### src/rtl/fft_pkg.sv
// Shared definitions for the FFT result unload path: default sizes, state
// encoding and the flat-bus bin slice helper.
package fft_pkg;

   localparam int FFT_WIDTH  = 16;
   localparam int FFT_NPOINT = 16;

   typedef enum logic [0:0] {
      ST_IDLE   = 1'b0,
      ST_STREAM = 1'b1
   } fft_state_t;

   // Bin k of a flat default-sized bus lives at [k*FFT_WIDTH +: FFT_WIDTH].
   function automatic logic [FFT_WIDTH-1:0] fft_bin(
      input logic [FFT_WIDTH*FFT_NPOINT-1:0] bus,
      input int unsigned                     k
   );
      return bus[k*FFT_WIDTH +: FFT_WIDTH];
   endfunction

endpackage

### src/rtl/fft_mag_approx.sv
// Approximate complex magnitude max(|re|,|im|) + min(|re|,|im|)/2,
// saturated to WIDTH+1 unsigned bits. Only used when FFT_OUT_MAG_EN is set.
module fft_mag_approx #(
   parameter int WIDTH = 16
) (
   input  logic signed [WIDTH-1:0] re,
   input  logic signed [WIDTH-1:0] im,
   output logic        [WIDTH:0]   mag
);

   logic [WIDTH:0]   re_ext_s;
   logic [WIDTH:0]   im_ext_s;
   logic [WIDTH:0]   re_abs_s;
   logic [WIDTH:0]   im_abs_s;
   logic [WIDTH:0]   max_s;
   logic [WIDTH:0]   min_s;
   logic [WIDTH+1:0] sum_s;

   // Absolute values carry one extra bit so the most negative input is exact.
   always_comb begin
      re_ext_s = {re[WIDTH-1], re};
      im_ext_s = {im[WIDTH-1], im};
      if (re[WIDTH-1]) begin
         re_abs_s = ~re_ext_s + {{WIDTH{1'b0}}, 1'b1};
      end else begin
         re_abs_s = re_ext_s;
      end
      if (im[WIDTH-1]) begin
         im_abs_s = ~im_ext_s + {{WIDTH{1'b0}}, 1'b1};
      end else begin
         im_abs_s = im_ext_s;
      end
      if (re_abs_s >= im_abs_s) begin
         max_s = re_abs_s;
         min_s = im_abs_s;
      end else begin
         max_s = im_abs_s;
         min_s = re_abs_s;
      end
      sum_s = {1'b0, max_s} + {2'b00, min_s[WIDTH:1]};
      if (sum_s[WIDTH+1]) begin
         mag = {(WIDTH+1){1'b1}};
      end else begin
         mag = sum_s[WIDTH:0];
      end
   end

endmodule

### src/rtl/fft_out_streamer.sv
// Captures a parallel FFT result on fft_done and streams it one bin per beat
// over valid/ready. Define FFT_OUT_MAG_EN to add the m_mag magnitude output.
module fft_out_streamer
   import fft_pkg::*;
#(
   parameter  int WIDTH  = FFT_WIDTH,
   parameter  int NPOINT = FFT_NPOINT,
   localparam int IDXW   = $clog2(NPOINT)
) (
   input  logic                      clk,
   input  logic                      rst,
   input  logic                      fft_done,
   input  logic [WIDTH*NPOINT-1:0]   fft_real_in,
   input  logic [WIDTH*NPOINT-1:0]   fft_imag_in,
   output logic                      m_valid,
   input  logic                      m_ready,
   output logic signed [WIDTH-1:0]   m_real,
   output logic signed [WIDTH-1:0]   m_imag,
   output logic [IDXW-1:0]           m_index,
   output logic                      m_last,
`ifdef FFT_OUT_MAG_EN
   output logic [WIDTH:0]            m_mag,
`endif
   output logic                      busy,
   output logic                      overrun,
   input  logic                      overrun_clr
);

   localparam logic [IDXW-1:0] LAST_IDX = IDXW'(NPOINT - 1);

   fft_state_t             state_r;
   logic [WIDTH-1:0]       buf_real_r [NPOINT];
   logic [WIDTH-1:0]       buf_imag_r [NPOINT];
   logic                   transfer_s;
   logic                   last_xfer_s;
   logic                   advance_s;
   logic                   capture_s;
   logic                   ovr_set_s;
   logic [IDXW-1:0]        nxt_idx_s;
   logic signed [WIDTH-1:0] nxt_real_s;
   logic signed [WIDTH-1:0] nxt_imag_s;

   // A new frame is only taken when idle or when the last beat leaves this cycle.
   always_comb begin
      transfer_s  = m_valid & m_ready;
      last_xfer_s = transfer_s & m_last;
      advance_s   = transfer_s & ~m_last;
      capture_s   = fft_done & ((state_r == ST_IDLE) | last_xfer_s);
      ovr_set_s   = fft_done & ~capture_s;
      nxt_idx_s   = m_index + IDXW'(1);
   end

   // Selects the sample pair the output registers will present next cycle.
   always_comb begin
      if (capture_s) begin
         nxt_real_s = fft_real_in[WIDTH-1:0];
         nxt_imag_s = fft_imag_in[WIDTH-1:0];
      end else if (advance_s) begin
         nxt_real_s = buf_real_r[nxt_idx_s];
         nxt_imag_s = buf_imag_r[nxt_idx_s];
      end else begin
         nxt_real_s = m_real;
         nxt_imag_s = m_imag;
      end
   end

   // Frame buffer; contents are irrelevant until a capture, so no reset.
   always_ff @(posedge clk) begin
      if (capture_s) begin
         for (int k = 0; k < NPOINT; k++) begin
            buf_real_r[k] <= fft_real_in[k*WIDTH +: WIDTH];
            buf_imag_r[k] <= fft_imag_in[k*WIDTH +: WIDTH];
         end
      end
   end

   // Stream control, output registers and sticky overrun flag.
   always_ff @(posedge clk or posedge rst) begin
      if (rst) begin
         state_r <= ST_IDLE;
         m_valid <= 1'b0;
         m_real  <= '0;
         m_imag  <= '0;
         m_index <= '0;
         m_last  <= 1'b0;
         busy    <= 1'b0;
         overrun <= 1'b0;
      end else begin
         m_real <= nxt_real_s;
         m_imag <= nxt_imag_s;
         if (capture_s) begin
            state_r <= ST_STREAM;
            busy    <= 1'b1;
            m_valid <= 1'b1;
            m_index <= '0;
            m_last  <= 1'b0;
         end else if (advance_s) begin
            m_index <= nxt_idx_s;
            m_last  <= (nxt_idx_s == LAST_IDX);
         end else if (last_xfer_s) begin
            state_r <= ST_IDLE;
            busy    <= 1'b0;
            m_valid <= 1'b0;
            m_last  <= 1'b0;
         end
         if (ovr_set_s) begin
            overrun <= 1'b1;
         end else if (overrun_clr) begin
            overrun <= 1'b0;
         end
      end
   end

`ifdef FFT_OUT_MAG_EN
   logic [WIDTH:0] mag_s;

   fft_mag_approx #(.WIDTH(WIDTH)) u_mag (
      .re  (nxt_real_s),
      .im  (nxt_imag_s),
      .mag (mag_s)
   );

   // Magnitude travels with the sample it was computed from.
   always_ff @(posedge clk or posedge rst) begin
      if (rst) begin
         m_mag <= '0;
      end else begin
         m_mag <= mag_s;
      end
   end
`endif

endmodule

### config.mk
export PLATFORM = sky130hd
export DESIGN_NAME = fft_out_streamer
export DESIGN_NICKNAME = d
export VERILOG_FILES = /design/src/rtl/fft_pkg.sv /design/src/rtl/fft_mag_approx.sv /design/src/rtl/fft_out_streamer.sv
export SDC_FILE = /design/constraint.sdc
export NUM_CORES = 1
export LEC_CHECK = 0
export BUFFER_PORTS_ARGS = -buffer_cell sky130_fd_sc_hd__buf_4
export CAP_MARGIN = 20
export CORE_AREA = 3 3 215 217
export DETAILED_ROUTE_END_ITERATION = 16
export DIE_AREA = 0 0 218 220
export PLACE_DENSITY = 0.73
export SLEW_MARGIN = 10
export SYNTH_ARGS = -nofsm -noshare
export SYNTH_HDL_FRONTEND = slang
export SYNTH_SLANG_ARGS = --single-unit
### constraint.sdc
create_clock -name clk -period 25.5 [get_ports clk]
set_clock_uncertainty 0.15 [all_clocks]
set_input_delay 3.825 -clock clk [delete_from_list [all_inputs] [get_ports clk]]
set_output_delay 3.825 -clock clk [all_outputs]
set_load 0.01 [all_outputs]
======== Word level (Yosys, flattened, before mapping) ========
Memories as Yosys holds them, arrays and structs flattened.
Cells that the tools add are included.
word-level totals
  memories ................................ 2
  bits in writable memories ............... 512
  register bits ........................... 39
  logic and storage cells ................. 40
  input port bits ......................... 517
  output and inout port bits .............. 40
cells by class
  mux-type cells .......................... 15
  reductions and logical operators ........ 5
  equal/unequal tests ..................... 2
  bitwise gates (word level) .............. 9
  add/subtract/negate cells ............... 1
memory list
  name        words  bits a word  read ports  clocked after Yosys merged registers in  write ports  RTL line                RTL
  buf_imag_r  16     16           1           0                                        16           fft_out_streamer.sv:33  logic [WIDTH-1:0] buf_imag_r [NPOINT];
  buf_real_r  16     16           1           0                                        16           fft_out_streamer.sv:32  logic [WIDTH-1:0] buf_real_r [NPOINT];
operators with widths
  operator                                               number
  two-way mux 16 bit                                     4
  two-way mux 1 bit                                      9
  two-way mux 4 bit                                      2
  nonzero test 2 bit                                     3
  AND 1 bit                                              5
  adder 4 x 1 -> 4 bit, second input constant            1
  equality test 4 bit, second input constant             1
  NOT 1 bit                                              3
  nonzero test 3 bit                                     1
  inequality test 2 x 1 -> 1 bit, second input constant  1
  AND reduction 2 bit                                    1
  OR 1 bit                                               1

======== Depth between registers and ports, before layout ========
  word-level depth ........................ 7
  gate-level depth with buffers ........... 11

======== Worst setup path before layout ========
No wires, ideal clock.
  kind .................................... input to register
  start ................................... input m_ready
  end ..................................... register m_index[3]
  setup slack ............................. 5.251 ns
  required time ........................... 24.593 ns
  arrival ................................. 19.343 ns
  stages .................................. 5
  buffers on the path ..................... 2
  path through ............................ a21boi_0 -> nor2b_1 -> clkbuf_1 -> clkbuf_1 -> o21ai_0
on the way
  word-level cells in the longest chain between the ends .. 5
  elaborated cells on any way between the ends .. 7
  those cells by class .................... mux (1); bitwise (5); reduce/logical (1)
ends and longest elaborated chain
  what                                                     RTL line                RTL
  start, declared                                          fft_out_streamer.sv:16  input logic m_ready,
  AND 1 bit *                                              fft_out_streamer.sv:45  transfer_s = m_valid & m_ready;
  AND 1 bit *                                              fft_out_streamer.sv:46  last_xfer_s = transfer_s & m_last;
  OR 1 bit *                                               fft_out_streamer.sv:48  capture_s = fft_done & ((state_r == ST_IDLE) | last_xfer_s);
  AND 1 bit *                                              fft_out_streamer.sv:48
  net capture_s                                            fft_out_streamer.sv:37  logic capture_s;
  two-way mux 4 bit or nonzero test 2 bit (tied branches)  -
  end signal, assigned                                     fft_out_streamer.sv:98  m_index <= nxt_idx_s;
  end, declared                                            fft_out_streamer.sv:19  output logic [IDXW-1:0] m_index,
Mark *: on every way through the listed nets, which the timed path passes. The rest lies on a longest branch.
A chain may end at the register's enable or synchronous reset.

==> results.rst <==
.. list-table::
   :header-rows: 1

   * - Metric
     - Value
   * - Detailed-route wire length
     - 55700 um
   * - Global routing usage on met1
     - 0.295
   * - Max-capacitance violation count
     - 0
   * - Via total after detailed routing
     - 11700
   * - Vias in the first global route
     - 12500
   * - Clock Sink Count
     - 551
   * - Slowest library cell on the worst path
     - buf_4
   * - Combinational group share of total power
     - 0.331
   * - Worst setup path endpoint
     - buf_real_r[11][6]
   * - Post-CTS setup-driven buffer insertion count
     - 0
   * - Final setup violation count
     - 0
   * - Per-cell via count in the routed design
     - 5.41
   * - Final instance count without filler cells
     - 2157
   * - Achievable Freq
     - 145 MHz
   * - Total core area
     - 44300 um^2
   * - Category of the worst setup path capture point
     - flip-flop
   * - Dominant delay contributor by cell family on the critical path
     - buffers and inverters
   * - Number of synthesized flops with an enable pin
     - 512
   * - M2 GR Usage
     - 0.371
   * - Weighted congestion reported at the end of routability-driven placement
     - 0.816
   * - Setup slack of the most critical reg-to-reg path
     - 21150 ps
   * - Post-synthesis sequential area ratio
     - 0.772
   * - Top-level port count
     - 557
   * - Sequential share of power
     - 0.388
   * - Overall track demand over capacity in global routing
     - 0.227
   * - DIE HEIGHT
     - 220 um
   * - Compound-gate portion of the synthesized area
     - 0.0283
   * - Slew of the pin with the lowest slew margin
     - 1100 ps
   * - Total half-perimeter wirelength after legalization and detailed placement
     - 39200 um
   * - Mapped Area
     - 21200 um^2
   * - Clock Root Buffer
     - clkbuf_16
   * - Net count after synthesis
     - 1454
   * - Count of instances resized after the clock tree is built
     - 0
   * - Capture instance of the worst register-to-register path
     - m_imag[13]
   * - Internal
     - 2.01 mW
   * - Share of synthesized cell area in and, or, nand and nor gates
     - 0.0150
   * - Portion of total power attributed to the clock network
     - 0.280
   * - Biggest cell delay along the critical path
     - 940 ps
   * - Initial antenna violation count
     - 7
   * - Post-Synthesis Cells
     - 935
   * - Total power after layout
     - 2.88 mW
   * - Routed wire length per instance
     - 25.8 um
   * - Number of CTS-inserted buffers
     - 56
   * - Count of cell instances traversed by the critical path
     - 7
   * - Storage cell area
     - 16400 um^2
   * - Grt met3 use
     - 0.0596
   * - Maximum number of pins on one net before global-route repair
     - 192
   * - Worst slew margin
     - 0.267
   * - Area occupied by multi-input gates
     - 4600 um^2
   * - Share of post-route cells with drive strength above 1
     - 0.540
   * - Total count of max-transition violations in the final report
     - 0
   * - Depth of the worst register-to-register path
     - 6
   * - Worst hold path type
     - flip-flop to flip-flop
   * - Startpoint type of the worst setup path
     - primary input
   * - Critical path buffers and inverters
     - 5
   * - Top_reg_cell synth
     - edfxtp_1
   * - Commonest cells after routing, fill and taps aside
     - buf_4, edfxtp_1, mux4_2, clkbuf_16, dfrtp_1
   * - Final worst path period need
     - 6900 ps
   * - Cell leakage power
     - 10.1 nW
   * - H-tree depth
     - 2
   * - Multiplexer share of the synthesized area
     - 0.169
   * - Number of placement rows
     - 77
   * - Floorplan die area
     - 48000 um^2
   * - Fill cell instance count of the final layout
     - 3114
   * - Initial Utilization
     - 0.478
   * - Floorplan die width
     - 218 um
   * - DRT iter0 DRCs
     - 1055
   * - Crit path required time
     - 25600 ps
   * - Synthesized-area fraction occupied by xor and xnor cells
     - 0.00118
   * - Critical path origin
     - m_ready
   * - RSZ-0062 raised after global routing
     - no
   * - Dominant cell type by count on the critical path
     - buf_4
   * - Busiest grt layer
     - met2
   * - Power Density
     - 103 nW/um^2
   * - Synth Area per Inst
     - 22.7 um^2
   * - First-pass GRT wire length
     - 79000 um
   * - Period Utilization, post-route
     - 0.271
   * - TritonCTS clock tree
     - done
   * - Number of DRC violations after detailed routing
     - 0
   * - List of cells traversed by the critical path
     - buf_4, a21boi_0, nor2b_4, buf_4, buf_4, buf_4, buf_16
   * - Later-pin clock latency in the skew report
     - 600 ps
   * - Switching power share of the total
     - 0.303
   * - Critical setup path kind
     - primary input to flip-flop
   * - Core Util, Final
     - 0.629
   * - Arrival time reported for the critical path endpoint
     - 7000 ps
   * - Synthesis-to-finish area growth
     - 31.6%
   * - Hold-fix buffer count after cts
     - 0
   * - Net Sw Power
     - 0.874 mW
   * - Number of warning messages in the yosys log
     - 0
   * - Instance count after placement with tap cells included
     - 2044
   * - Max Buffers Root-to-Sink
     - 3
   * - Antenna viol nets, final
     - 0
   * - Port buffer count
     - 556
   * - Source of the worst register-to-register timing path
     - m_index[0]
   * - #FFs+latches synth
     - 551
   * - Synth async-reset ratio
     - 0.0708
   * - Router iterations before antenna repair
     - 7
   * - VDD IR-drop max
     - 0.0718 mV
   * - Number of distinct library cells after synthesis
     - 34
   * - Status
     - finished clean
   * - Biggest fanout along the worst timing path
     - 83
   * - Residual overflow from global routing
     - 0
   * - Final-stage net count
     - 2030
   * - Aggregate negative setup slack
     - 0 ps
   * - Clock-pin slew of the registers on the worst-case setup and hold paths
     - 60 ps
   * - Number of endpoints with negative hold slack in the final report
     - 0
   * - Largest family of logic cells by synthesized area
     - multiplexers
   * - Worst Min Path Start
     - m_imag[12]
   * - Most common cell after layout, fill and taps aside
     - buf_4
   * - Synthesized-area fraction occupied by adder cells
     - 0.00118
-- power groups by stage --
stage,sequential (mW),combinational (mW),clock [mW]
2_1_floorplan,1.16,0.626,0
3_5_place_dp,1.14,0.969,0
3_3_place_gp,1.14,0.965,0
6_report,1.12,0.955,0.807
4_1_cts,1.12,0.975,0.823
5_1_grt,1.13,1.02,0.860
-- registers in the layout, indices dropped and copies added (netlist names) --
| register | count |
|---|---|
| buf_imag_r | 256 |
| buf_real_r | 256 |
| busy | 1 |
| m_imag | 16 |
| m_index | 4 |
| m_last | 1 |
| m_real | 16 |
| overrun | 1 |
-- area by class of cell --
type / count / share of cell area
well taps: 592 / 0.0266
clock inverters: 31 / 0.0104
inverters: 5 / 0.000673
diodes: 7 / 0.000628
repair buffers: 572 / 0.155
clock buffers: 74 / 0.0549
multi-input cells: 325 / 0.165
flip-flops and latches: 551 / 0.586
-- cell families (layout without fill, tap and decap cells) --
group                      Yosys count  in the layout
and+or+nand+nor                     52             52
buffers and inverters               59            682
other                                0              7
xor gates and xnor gates             2              2
adders and majority gates            2              2
muxes                              192            192
AOI/OAI and AO/OA                   77             77
DFF                                551            551
-- worst min-delay path by stage --
stage                 endpoint  depth (start not counted)
detailed placement   m_imag[6]                          2
floorplan              overrun                          2
global route           overrun                          2
global placement     m_imag[6]                          2
finish              m_imag[12]                          2
CTS                 m_imag[12]                          2
-- worst register-to-register path, cell delays in order, from the launching register on --
cell      delay [ps]
dfrtp_4          990
buf_4            920
buf_4            880
mux4_2           650
mux2_1           380
nand3_1          110
o211ai_1          90
-- per-layer routing --
layer | up-vias | share of wire
met5 | - | 0
met4 | 0 | 0.033
met3 | 91 | 0.082
met2 | 516 | 0.50
met1 | 5934 | 0.38
li1 | 5121 | -
-- per-stage QoR --
stage / hold slack (ps) / setup slack [ps] / cell area, um^2
after floorplan: 399 / 5250 / 21200
after global placement: 369 / 17910 / 26000
after detailed placement: 379 / 17760 / 26000
after CTS: 391 / 18420 / 27800
after global routing: 406 / 18440 / 27900
final: 387 / 18600 / 27900
-- synthesized netlist by cell type, types with 2 or more instances --
cell        n  share of area
nand2b_1    2        0.00059
mux2_4      3         0.0021
mux2i_1    32          0.015
nor2b_1     2        0.00059
mux4_2    128           0.14
o211ai_1   23         0.0081
inv_1       5        0.00089
o211ai_2    9         0.0053
buf_2      26         0.0061
edfxtp_1  512           0.73
mux2_2     28          0.015
dfrtp_1    39          0.046
ha_1        2         0.0012
nand2_1     7         0.0012
buf_1       4        0.00071
nand3_2    12         0.0057
a22oi_1    32          0.011
buf_6       4         0.0021
clkbuf_1   16         0.0028
nand3_1    21         0.0050
a21oi_1     2        0.00047
nor3_1      2        0.00047
o21ai_0     7         0.0017
nor2_1      4        0.00071
buf_4       4         0.0014
No activity file was read; power rests on OpenSTA's default activity.
